$ cat config.mk
export PLATFORM = sky130hd
export DESIGN_NAME = datapath_seq_flat
export DESIGN_NICKNAME = d
export VERILOG_FILES = /design/src/rtl/datapath_seq_if.sv /design/src/rtl/datapath_seq.sv /design/src/flat_wrapper.sv
export SDC_FILE = /design/constraint.sdc
export NUM_CORES = 1
export LEC_CHECK = 0
export BUFFER_PORTS_ARGS = -buffer_cell sky130_fd_sc_hd__buf_2
export CORE_MARGIN = 4
export CORE_UTILIZATION = 35
export DETAILED_ROUTE_END_ITERATION = 12
export GPL_TIMING_DRIVEN = 0
export SYNTH_ARGS = -nofsm -noshare
export SYNTH_HDL_FRONTEND = slang
export SYNTH_SLANG_ARGS = --single-unit
$ cat constraint.sdc
create_clock -name clk -period 2.1 [get_ports clk]
set_input_delay 0.105 -clock clk [delete_from_list [all_inputs] [get_ports clk]]
set_output_delay 0.105 -clock clk [all_outputs]
set_load 0.05 [all_outputs]
$ cat src/rtl/datapath_seq_if.sv
`default_nettype none
// ============================================================================
//  Module      : datapath_seq_if
//  Description : Command and datapath-control bundle for datapath_seq.
//                master : command source / datapath side
//                         (drives the command, observes the controls)
//                slave  : the sequencer
//                         (receives the command, drives the controls)
//  Signals     : start, opcode, rd, rn, rm, sh, imm          command in
//                readnum, writenum, write, vsel, loada, loadb,
//                asel, bsel, loadc, loads, shift, ALUop,
//                datapath_in                                  datapath ctrl
//                busy, done, err, op_count                    status
//  Revision    : 1.0  initial release
// ============================================================================
interface datapath_seq_if #(
    parameter int W = 16
);
    // Command
    logic           start;
    logic [2:0]     opcode;
    logic [2:0]     rd;
    logic [2:0]     rn;
    logic [2:0]     rm;
    logic [1:0]     sh;
    logic [W-1:0]   imm;

    // Datapath controls
    logic [2:0]     readnum;
    logic [2:0]     writenum;
    logic           write;
    logic           vsel;
    logic           loada;
    logic           loadb;
    logic           asel;
    logic           bsel;
    logic           loadc;
    logic           loads;
    logic [1:0]     shift;
    logic [1:0]     ALUop;
    logic [W-1:0]   datapath_in;

    // Status
    logic           busy;
    logic           done;
    logic           err;
    logic [15:0]    op_count;

    modport master (
        output start, opcode, rd, rn, rm, sh, imm,
        input  readnum, writenum, write, vsel, loada, loadb, asel, bsel,
               loadc, loads, shift, ALUop, datapath_in,
               busy, done, err, op_count
    );

    modport slave (
        input  start, opcode, rd, rn, rm, sh, imm,
        output readnum, writenum, write, vsel, loada, loadb, asel, bsel,
               loadc, loads, shift, ALUop, datapath_in,
               busy, done, err, op_count
    );
endinterface
`default_nettype wire

$ cat src/rtl/datapath_seq.sv
`default_nettype none
// ============================================================================
//  Module      : datapath_seq
//  Description : Multi-cycle sequencer for the register-file / shifter / ALU
//                datapath. One command is latched per start pulse in IDLE and
//                walked through LOADA / LOADB / EXEC / WB as the opcode needs,
//                finishing with a one-cycle done (and err for illegal ops).
//  Ports       : clk    rising-edge clock
//                reset  synchronous active-high reset
//                bus    datapath_seq_if.slave (command in, controls out)
//  Options     : DATAPATH_SEQ_OPCOUNT_EN - when defined, op_count counts
//                completed legal commands (saturating); otherwise it reads 0
//                and no counter is built.
//  Revision    : 1.0  initial release
// ============================================================================
module datapath_seq #(
    parameter int W = 16
) (
    input  wire logic       clk,
    input  wire logic       reset,
    datapath_seq_if.slave   bus
);

    typedef enum logic [2:0] {
        S_IDLE  = 3'd0,
        S_LOADA = 3'd1,
        S_LOADB = 3'd2,
        S_EXEC  = 3'd3,
        S_WB    = 3'd4,
        S_DONE  = 3'd5
    } state_t;

    localparam logic [2:0] c_OP_MOVI = 3'd0;
    localparam logic [2:0] c_OP_MOV  = 3'd1;
    localparam logic [2:0] c_OP_ADD  = 3'd2;
    localparam logic [2:0] c_OP_CMP  = 3'd3;
    localparam logic [2:0] c_OP_AND  = 3'd4;
    localparam logic [2:0] c_OP_MVN  = 3'd5;

    localparam logic [1:0] c_ALU_ADD = 2'b00;
    localparam logic [1:0] c_ALU_SUB = 2'b01;
    localparam logic [1:0] c_ALU_AND = 2'b10;
    localparam logic [1:0] c_ALU_NOT = 2'b11;

    // ------------------------------------------------------------------
    // State and latched command
    // ------------------------------------------------------------------
    state_t         r_state;
    logic [2:0]     r_opcode;
    logic [2:0]     r_rd;
    logic [2:0]     r_rn;
    logic [2:0]     r_rm;
    logic [1:0]     r_sh;
    logic [W-1:0]   r_imm;

    // Registered outputs
    logic [2:0]     r_readnum;
    logic [2:0]     r_writenum;
    logic           r_write;
    logic           r_vsel;
    logic           r_loada;
    logic           r_loadb;
    logic           r_asel;
    logic           r_bsel;
    logic           r_loadc;
    logic           r_loads;
    logic [1:0]     r_shift;
    logic [1:0]     r_aluop;
    logic [W-1:0]   r_dp_in;
    logic           r_busy;
    logic           r_done;
    logic           r_err;

    // Next-cycle values
    state_t         w_next_state;
    logic           w_take;
    logic [2:0]     w_opcode;
    logic [2:0]     w_rd;
    logic [2:0]     w_rn;
    logic [2:0]     w_rm;
    logic [1:0]     w_sh;
    logic [W-1:0]   w_imm;
    logic           w_legal;

    logic [2:0]     w_readnum;
    logic [2:0]     w_writenum;
    logic           w_write;
    logic           w_vsel;
    logic           w_loada;
    logic           w_loadb;
    logic           w_asel;
    logic           w_bsel;
    logic           w_loadc;
    logic           w_loads;
    logic [1:0]     w_shift;
    logic [1:0]     w_aluop;
    logic [W-1:0]   w_dp_in;
    logic           w_busy;
    logic           w_done;
    logic           w_err;

    // ------------------------------------------------------------------
    // Command capture: fields are only taken in IDLE with start high; at
    // all other times the latched copy is held so the inputs may change.
    // ------------------------------------------------------------------
    always_comb begin
        w_take   = (r_state == S_IDLE) && bus.start;
        w_opcode = w_take ? bus.opcode : r_opcode;
        w_rd     = w_take ? bus.rd     : r_rd;
        w_rn     = w_take ? bus.rn     : r_rn;
        w_rm     = w_take ? bus.rm     : r_rm;
        w_sh     = w_take ? bus.sh     : r_sh;
        w_imm    = w_take ? bus.imm    : r_imm;
        w_legal  = (w_opcode <= c_OP_MVN);
    end

    // ------------------------------------------------------------------
    // Next-state logic
    // ------------------------------------------------------------------
    always_comb begin
        w_next_state = r_state;
        case (r_state)
            S_IDLE: begin
                if (bus.start) begin
                    case (bus.opcode)
                        c_OP_MOVI:                     w_next_state = S_WB;
                        c_OP_MOV, c_OP_MVN:            w_next_state = S_LOADB;
                        c_OP_ADD, c_OP_CMP, c_OP_AND:  w_next_state = S_LOADA;
                        default:                       w_next_state = S_DONE;
                    endcase
                end
            end
            S_LOADA: w_next_state = S_LOADB;
            S_LOADB: w_next_state = S_EXEC;
            // CMP only updates status, so it has nothing to write back.
            S_EXEC:  w_next_state = (r_opcode == c_OP_CMP) ? S_DONE : S_WB;
            S_WB:    w_next_state = S_DONE;
            S_DONE:  w_next_state = S_IDLE;
            default: w_next_state = S_IDLE;
        endcase
    end

    // ------------------------------------------------------------------
    // Output decode for the state being entered. The result is registered,
    // so the outputs of a state appear together with that state and never
    // depend combinationally on the command inputs.
    // ------------------------------------------------------------------
    always_comb begin
        w_readnum  = 3'd0;
        w_writenum = 3'd0;
        w_write    = 1'b0;
        w_vsel     = 1'b0;
        w_loada    = 1'b0;
        w_loadb    = 1'b0;
        w_asel     = 1'b0;
        w_bsel     = 1'b0;
        w_loadc    = 1'b0;
        w_loads    = 1'b0;
        w_shift    = 2'b00;
        w_aluop    = 2'b00;
        w_dp_in    = '0;
        w_done     = 1'b0;
        w_err      = 1'b0;
        w_busy     = (w_next_state != S_IDLE);

        case (w_next_state)
            S_LOADA: begin
                w_readnum = w_rn;
                w_loada   = 1'b1;
            end
            S_LOADB: begin
                w_readnum = w_rm;
                w_loadb   = 1'b1;
            end
            S_EXEC: begin
                w_shift = w_sh;
                w_loads = 1'b1;
                case (w_opcode)
                    c_OP_MOV: begin
                        // A is forced to zero so the ALU passes shifted B.
                        w_asel  = 1'b1;
                        w_aluop = c_ALU_ADD;
                        w_loadc = 1'b1;
                    end
                    c_OP_MVN: begin
                        w_aluop = c_ALU_NOT;
                        w_loadc = 1'b1;
                    end
                    c_OP_ADD: begin
                        w_aluop = c_ALU_ADD;
                        w_loadc = 1'b1;
                    end
                    c_OP_AND: begin
                        w_aluop = c_ALU_AND;
                        w_loadc = 1'b1;
                    end
                    c_OP_CMP: begin
                        w_aluop = c_ALU_SUB;
                    end
                    default: ;
                endcase
            end
            S_WB: begin
                w_writenum = w_rd;
                w_write    = 1'b1;
                if (w_opcode == c_OP_MOVI) begin
                    w_vsel  = 1'b1;
                    w_dp_in = w_imm;
                end
            end
            S_DONE: begin
                w_done = 1'b1;
                w_err  = !w_legal;
            end
            default: ;
        endcase
    end

    // ------------------------------------------------------------------
    // Sequencer registers
    // ------------------------------------------------------------------
`ifdef DATAPATH_SEQ_OPCOUNT_EN
    logic [15:0] r_op_count;
`endif

    always_ff @(posedge clk) begin
        if (reset) begin
            r_state    <= S_IDLE;
            r_opcode   <= 3'd0;
            r_rd       <= 3'd0;
            r_rn       <= 3'd0;
            r_rm       <= 3'd0;
            r_sh       <= 2'b00;
            r_imm      <= '0;
            r_readnum  <= 3'd0;
            r_writenum <= 3'd0;
            r_write    <= 1'b0;
            r_vsel     <= 1'b0;
            r_loada    <= 1'b0;
            r_loadb    <= 1'b0;
            r_asel     <= 1'b0;
            r_bsel     <= 1'b0;
            r_loadc    <= 1'b0;
            r_loads    <= 1'b0;
            r_shift    <= 2'b00;
            r_aluop    <= 2'b00;
            r_dp_in    <= '0;
            r_busy     <= 1'b0;
            r_done     <= 1'b0;
            r_err      <= 1'b0;
`ifdef DATAPATH_SEQ_OPCOUNT_EN
            r_op_count <= 16'h0000;
`endif
        end else begin
            r_state    <= w_next_state;
            r_opcode   <= w_opcode;
            r_rd       <= w_rd;
            r_rn       <= w_rn;
            r_rm       <= w_rm;
            r_sh       <= w_sh;
            r_imm      <= w_imm;
            r_readnum  <= w_readnum;
            r_writenum <= w_writenum;
            r_write    <= w_write;
            r_vsel     <= w_vsel;
            r_loada    <= w_loada;
            r_loadb    <= w_loadb;
            r_asel     <= w_asel;
            r_bsel     <= w_bsel;
            r_loadc    <= w_loadc;
            r_loads    <= w_loads;
            r_shift    <= w_shift;
            r_aluop    <= w_aluop;
            r_dp_in    <= w_dp_in;
            r_busy     <= w_busy;
            r_done     <= w_done;
            r_err      <= w_err;
`ifdef DATAPATH_SEQ_OPCOUNT_EN
            // Count on leaving DONE for legal commands, stick at all-ones.
            if ((r_state == S_DONE) && (r_opcode <= c_OP_MVN) &&
                (r_op_count != 16'hFFFF)) begin
                r_op_count <= r_op_count + 16'd1;
            end
`endif
        end
    end

    // ------------------------------------------------------------------
    // Port drive
    // ------------------------------------------------------------------
    assign bus.readnum     = r_readnum;
    assign bus.writenum    = r_writenum;
    assign bus.write       = r_write;
    assign bus.vsel        = r_vsel;
    assign bus.loada       = r_loada;
    assign bus.loadb       = r_loadb;
    assign bus.asel        = r_asel;
    assign bus.bsel        = r_bsel;
    assign bus.loadc       = r_loadc;
    assign bus.loads       = r_loads;
    assign bus.shift       = r_shift;
    assign bus.ALUop       = r_aluop;
    assign bus.datapath_in = r_dp_in;
    assign bus.busy        = r_busy;
    assign bus.done        = r_done;
    assign bus.err         = r_err;
`ifdef DATAPATH_SEQ_OPCOUNT_EN
    assign bus.op_count    = r_op_count;
`else
    assign bus.op_count    = 16'h0000;
`endif

endmodule
`default_nettype wire

$ cat src/flat_wrapper.sv
// flat-port wrapper written by rule: the top's interface ports become plain ports
module datapath_seq_flat 
#(
    parameter int W = 16
)
  (clk, reset, bus_start, bus_opcode, bus_rd, bus_rn, bus_rm, bus_sh, bus_imm, bus_readnum, bus_writenum, bus_write, bus_vsel, bus_loada, bus_loadb, bus_asel, bus_bsel, bus_loadc, bus_loads, bus_shift, bus_ALUop, bus_datapath_in, bus_busy, bus_done, bus_err, bus_op_count);
  datapath_seq_if #(.W(W)) bus_i ();
  input  wire logic clk;
  input  wire logic reset;
  input wire logic [$bits(bus_i.start)-1:0] bus_start;
  input wire logic [$bits(bus_i.opcode)-1:0] bus_opcode;
  input wire logic [$bits(bus_i.rd)-1:0] bus_rd;
  input wire logic [$bits(bus_i.rn)-1:0] bus_rn;
  input wire logic [$bits(bus_i.rm)-1:0] bus_rm;
  input wire logic [$bits(bus_i.sh)-1:0] bus_sh;
  input wire logic [$bits(bus_i.imm)-1:0] bus_imm;
  output wire logic [$bits(bus_i.readnum)-1:0] bus_readnum;
  output wire logic [$bits(bus_i.writenum)-1:0] bus_writenum;
  output wire logic [$bits(bus_i.write)-1:0] bus_write;
  output wire logic [$bits(bus_i.vsel)-1:0] bus_vsel;
  output wire logic [$bits(bus_i.loada)-1:0] bus_loada;
  output wire logic [$bits(bus_i.loadb)-1:0] bus_loadb;
  output wire logic [$bits(bus_i.asel)-1:0] bus_asel;
  output wire logic [$bits(bus_i.bsel)-1:0] bus_bsel;
  output wire logic [$bits(bus_i.loadc)-1:0] bus_loadc;
  output wire logic [$bits(bus_i.loads)-1:0] bus_loads;
  output wire logic [$bits(bus_i.shift)-1:0] bus_shift;
  output wire logic [$bits(bus_i.ALUop)-1:0] bus_ALUop;
  output wire logic [$bits(bus_i.datapath_in)-1:0] bus_datapath_in;
  output wire logic [$bits(bus_i.busy)-1:0] bus_busy;
  output wire logic [$bits(bus_i.done)-1:0] bus_done;
  output wire logic [$bits(bus_i.err)-1:0] bus_err;
  output wire logic [$bits(bus_i.op_count)-1:0] bus_op_count;
  assign bus_i.start = bus_start;
  assign bus_i.opcode = bus_opcode;
  assign bus_i.rd = bus_rd;
  assign bus_i.rn = bus_rn;
  assign bus_i.rm = bus_rm;
  assign bus_i.sh = bus_sh;
  assign bus_i.imm = bus_imm;
  assign bus_readnum = bus_i.readnum;
  assign bus_writenum = bus_i.writenum;
  assign bus_write = bus_i.write;
  assign bus_vsel = bus_i.vsel;
  assign bus_loada = bus_i.loada;
  assign bus_loadb = bus_i.loadb;
  assign bus_asel = bus_i.asel;
  assign bus_bsel = bus_i.bsel;
  assign bus_loadc = bus_i.loadc;
  assign bus_loads = bus_i.loads;
  assign bus_shift = bus_i.shift;
  assign bus_ALUop = bus_i.ALUop;
  assign bus_datapath_in = bus_i.datapath_in;
  assign bus_busy = bus_i.busy;
  assign bus_done = bus_i.done;
  assign bus_err = bus_i.err;
  assign bus_op_count = bus_i.op_count;
  datapath_seq #(.W(W)) u_core (.clk(clk), .reset(reset), .bus(bus_i));
endmodule
---- Word level (Yosys, flattened, before mapping) ----
Cells that the tools add are included.
cells by class
  bitwise gates (word level) .............. 4
  equality and inequality tests ........... 20
  order comparisons ....................... 1
  divide/modulo/power cells ............... 0
  add/sub/neg operators ................... 0
  muxes and demuxes ....................... 20
  shifts and indexed selects .............. 0
  reductions and logical operators ........ 13
  $mul .................................... 0
operator list
  kind                  count
  $eq A3 B2 Y1 const B  9
  $eq A3 B3 Y1 const B  7
  $mux W16              1
  $mux W3               5
  $pmux W3 S5           1
  $eq A3 B1 Y1 const B  4
  $logic_not A3 Y1      3
  $mux W1               9
  $pmux W3 S3           1
  $reduce_or A2 Y1      4
  $pmux W2 S3           1
  $pmux W3 S2           1
  $reduce_or A3 Y1      2
  $not A1 Y1            4
  $reduce_or A4 Y1      1
  $le A3 B3 Y1 const B  1
  $reduce_bool A3 Y1    1
  $mux W2               1
  $logic_and A1 B1 Y1   1
  $logic_not A1 Y1      1
word-level totals
  RAM bits ................................ 0
  memories kept ........................... 0
  ROM bits ................................ 0
  output and inout port bits .............. 53
  bits in registers ....................... 69
  bits of input ports ..................... 33
  latch bits .............................. 0
  logic and storage cells ................. 80

---- Depth between registers and ports, before layout ----
  depth in word-level cells ............... 8
  mapped depth ............................ 7
  mapped depth without buffers ............ 5

---- Least setup slack after synthesis ----
OpenSTA, ideal clock, no wires.
  path kind ............................... register -> register
  from .................................... register u_core.r_state[1]
  to ...................................... register u_core.r_dp_in[10], in the netlist u_core.bus.datapath_in[10]
  clock period less this slack ............ 1901 ps
  path slack .............................. 199 ps
  cell stages (with the launch flop) ...... 7
  arrival ................................. 1837 ps
  required time ........................... 2036 ps
  cells stage by stage .................... dfxtp_1 > buf_6 > nor4b_4 > mux2i_1 > nand4_2 > buf_6 > nor2_1
on the way
  longest elaborated chain between the ends .. 6
  elaborated cells on any way between the ends .. 15
  those cells by class .................... eq/ne: 5; mux: 4; bitwise: 2; reduce/logical: 4
RTL lines
  item                                                 line                 source
  from (decl)                                          datapath_seq.sv:48   state_t r_state;
  from (signal assigned)                               datapath_seq.sv:255  r_state <= w_next_state;
  branches (longest 6 deep; another with $pmux W3 S5)  --
  to (signal assigned)                                 datapath_seq.sv:274  r_dp_in <= w_dp_in;
  to (decl)                                            datapath_seq.sv:69   logic [W-1:0] r_dp_in;
Parallel ways; which one is timed is not known.
A chain may end at the register's enable or synchronous reset.

---- Final worst setup path ----
  from .................................... register u_core.r_state[2]
  to ...................................... register u_core.r_imm[4]
on the way
  longest elaborated chain between the ends .. 3
RTL lines
  item                  line                 source
  $logic_not A3 Y1      datapath_seq.sv:107  w_take = (r_state == S_IDLE) && bus.start;
  $logic_and A1 B1 Y1   datapath_seq.sv:107
  $mux W16              datapath_seq.sv:113  w_imm = w_take ? bus.imm : r_imm;
  to (signal assigned)  datapath_seq.sv:261  r_imm <= w_imm;
  to (decl)             datapath_seq.sv:54   logic [W-1:0] r_imm;
Every way passes these cells.

==> flow_summary_export.csv <==
group,metric,value,unit
routing,drtIter0Drc,53,
logic_synthesis,syn_inst,222,
clock_network,numCtsBuffers,9,
global_route,grt_pass1_wl,8310,um
power_and_ir_drop,p_per_area,1000,nW/um^2
placed_design,hpwl,3570,um
sta,drv_slew,0,
sta,slew_headroom,50.7,%
cells_and_area,fin_area,3090,um^2
critical_path,crit_top_cell,"buf_4",
global_route,antenna_found_initial,0,
sta,max_freq,514,MHz
logic_synthesis,avgSynthCellArea,10.7,um^2
routing,postRouteAntennaNets,0,
critical_path,cp_top_family,"buffers and inverters",
sta,hold_viol_final,0,
global_route,grt.busiest_layer,"met2",
global_route,grt_overflow,0,
global_route,use_met3,5.00,%
cells_and_area,diodes,0,
global_route,grt_max_degree,11,
floorplanning,core,6460,um^2
clock_network,cts_sinks,69,
critical_path,cpMaxStageDelayCell,"dfxtp_1",
sta,skew,0.00682,ns
logic_synthesis,synth_warnings,0,
floorplanning,ioPinCount,86,
placed_design,place_area,2870,um^2
clock_network,cts_root_buffer,"clkbuf_8",
sta,setup_viol,0,
clock_network,cts_tree,"done",
critical_path,r2r_start,"u_core.r_state[2]",
sta,timing.final.crit_period,1.94,ns
clock_network,path_clk_slew,0.07,ns
global_route,grtUsageTotal,12.9,%
critical_path,crit_chain,"nor4b_4 -> buf_4 -> buf_2 -> buf_4 -> mux2i_1 -> nor2_1",
critical_path,cpPeakStageDelay,0.38,ns
floorplanning,start_util,36.8,%
critical_path,crit_fanout,10,
cells_and_area,area.growth.synth_to_final,30.1,%
routing,firstDrtPassIters,4,
sta,period_share,92.6,%
logic_synthesis,synth_edf_count,0,
placed_design,io_buffers,67,
routing,drc,0,
global_route,grt_pass1_vias,1765,
floorplanning,dieArea,8170,um^2
critical_path,crit_required,2.30,ns
sta,setup_ws,0.156,ns
power_and_ir_drop,power.leakage,1.48,nW
floorplanning,die_h,90.4,um
cells_and_area,layout_commonest_cell,"dfxtp_1",
placed_design,place_congestion,0.743,
status,status,"completed",
global_route,grt_use_met1,15.8,%
cells_and_area,layout-drive-gt1-share,34.0,%
clock_network,insertion_delay,0.33,ns
floorplanning,fp-row-count,29,
logic_synthesis,ys_async_sr_fraction,0,%
routing,wl_per_cell,12.5,um
worst_hold_path,min_path_type,"in -> reg",
critical_path,worst-setup-path-type,"reg -> reg",
cells_and_area,layout_common_cells,"dfxtp_1 (69), buf_2 (68), nor2_1 (54)",
clock_network,hold_buffers,0,
job,drv_cap,0,
critical_path,cp-startpoint,"u_core.r_state[2]",
sta,rsz0062_at_grt,"no",
logic_synthesis,synth_flop_cell,"dfxtp_1",
floorplanning,die_w,90.4,um
critical_path,cp_num_buf_inv,3,
power_and_ir_drop,peakVddDrop,0.425,mV
critical_path,arrival,2.14,ns
critical_path,end_kind,"register",
routing,viasPerCell,4.32,
critical_path,start_kind,"register",
global_route,grt_use_met2,18.8,%
worst_hold_path,hold_start,"bus_imm[0]",
clock_network,htree_levels,3,
routing,vias,1719,
sta,tightest_slew,0.733,ns
logic_synthesis,ys_seq_area_share,58.1,%
logic_synthesis,synth_cell_types,32,
cells_and_area,post-route-util,47.9,%
cells_and_area,finalNetCount,351,
placed_design,dp_slack,-0.260,ns
logic_synthesis,ys_seq_elements,69,
clock_network,clockBufferDepth,2,
routing,finalWirelength,4980,um
logic_synthesis,syn_area,2380,um^2
-- path summary, 6_finish.rpt --
check,to,slack [ns],cells after the start
worst min register to register,u_core.bus.datapath_in[0],0.49,2
worst max-delay path,u_core.r_imm[4],0.16,6
worst max register to register,u_core.r_imm[4],0.16,6
worst min-delay path,u_core.bus.datapath_in[0],0.03,3
-- area by class of cell --
cell class,count,area [um^2]
fillers,638,3370
well taps,77,96.3
multi-input cells,140,888
inverters,3,11.3
flip-flops and latches,69,1380
plain buffers,26,185
clock inverters,2,35.0
clock buffers,12,145
repair buffers,69,350
-- logic make-up (layout without fill, tap and decap cells) --
family | after synthesis | count (layout) | share of synthesized area (%)
mux | 30 | 30 | 12.6
flops | 69 | 69 | 58.1
xor+xnor | 1 | 1 | 0.368
simple gates | 77 | 77 | 15.4
other cells | 1 | 17 | 0.158
compound gates | 15 | 15 | 5.05
buf+inv | 29 | 112 | 8.26
-- sequential cells by signal, indices dropped and copies added (netlist names), 2 cells and up --
name                    flops
u_core.bus.ALUop            2
u_core.bus.datapath_in     16
u_core.bus.readnum          3
u_core.bus.shift            2
u_core.bus.writenum         3
u_core.r_imm               16
u_core.r_opcode             3
u_core.r_rd                 3
u_core.r_rm                 3
u_core.r_rn                 3
u_core.r_sh                 2
u_core.r_state              3
-- cells in the mapped netlist, types with 2 or more instances --
cell type | instances | area, um^2
a21oi_1 | 2 | 10.0
a32o_1 | 3 | 30.0
and2_1 | 3 | 18.8
buf_4 | 19 | 143
buf_6 | 2 | 22.5
clkbuf_1 | 4 | 15.0
dfxtp_1 | 69 | 1380
inv_1 | 3 | 11.3
mux2i_1 | 30 | 300
nand2_1 | 4 | 15.0
nor2_1 | 54 | 203
nor3_1 | 5 | 25.0
nor3b_1 | 3 | 22.5
o21a_1 | 2 | 15.0
o31ai_1 | 2 | 15.0
-- timing repair --
| item | 4_1_cts | 5_1_grt |
|---|---|---|
| endpoints found under the setup margin | 16 | 10 |
| gates cloned | 0 | 0 |
| gates resized for setup | 2 | 2 |
| pin swaps | 1 | 0 |
| setup buffers | 2 | 0 |
-- power by group --
group | leakage (nW) | internal (W) | switching [W]
clock | 0.0923 | 0.000567 | 0.000438
combinational | 0.829 | 0.000233 | 0.000432
sequential | 0.562 | 0.00140 | 0.0000327
total | 1.48 | 0.00220 | 0.000903
-- tightest hold or removal path: stages --
cell and delay, ns:
buf_2 0.08, mux2i_1 0.07, nor2_1 0.08
-- routing by layer --
| metal | part of all wire, % | wire, um | vias to the layer above |
|---|---|---|---|
| met1 | 47 | 2320 | 761 |
| met5 | 0 | 0 | - |
| met3 | 8.2 | 408 | 8 |
| li1 | - | - | 887 |
| met4 | 2.4 | 119 | 0 |
| met2 | 43 | 2130 | 63 |
-- stage by stage --
step                      power, W  instances  TNS [ns]  hold slack, ns
after floorplan            0.00197        238         0           0.271
after global placement     0.00210        382     -2.35           0.366
after detailed placement   0.00210        382     -2.63           0.368
after CTS                  0.00314        398         0          0.0149
after global routing       0.00327        398         0          0.0336
final                      0.00311        398         0          0.0258
No activity file was read; power rests on OpenSTA's default activity.
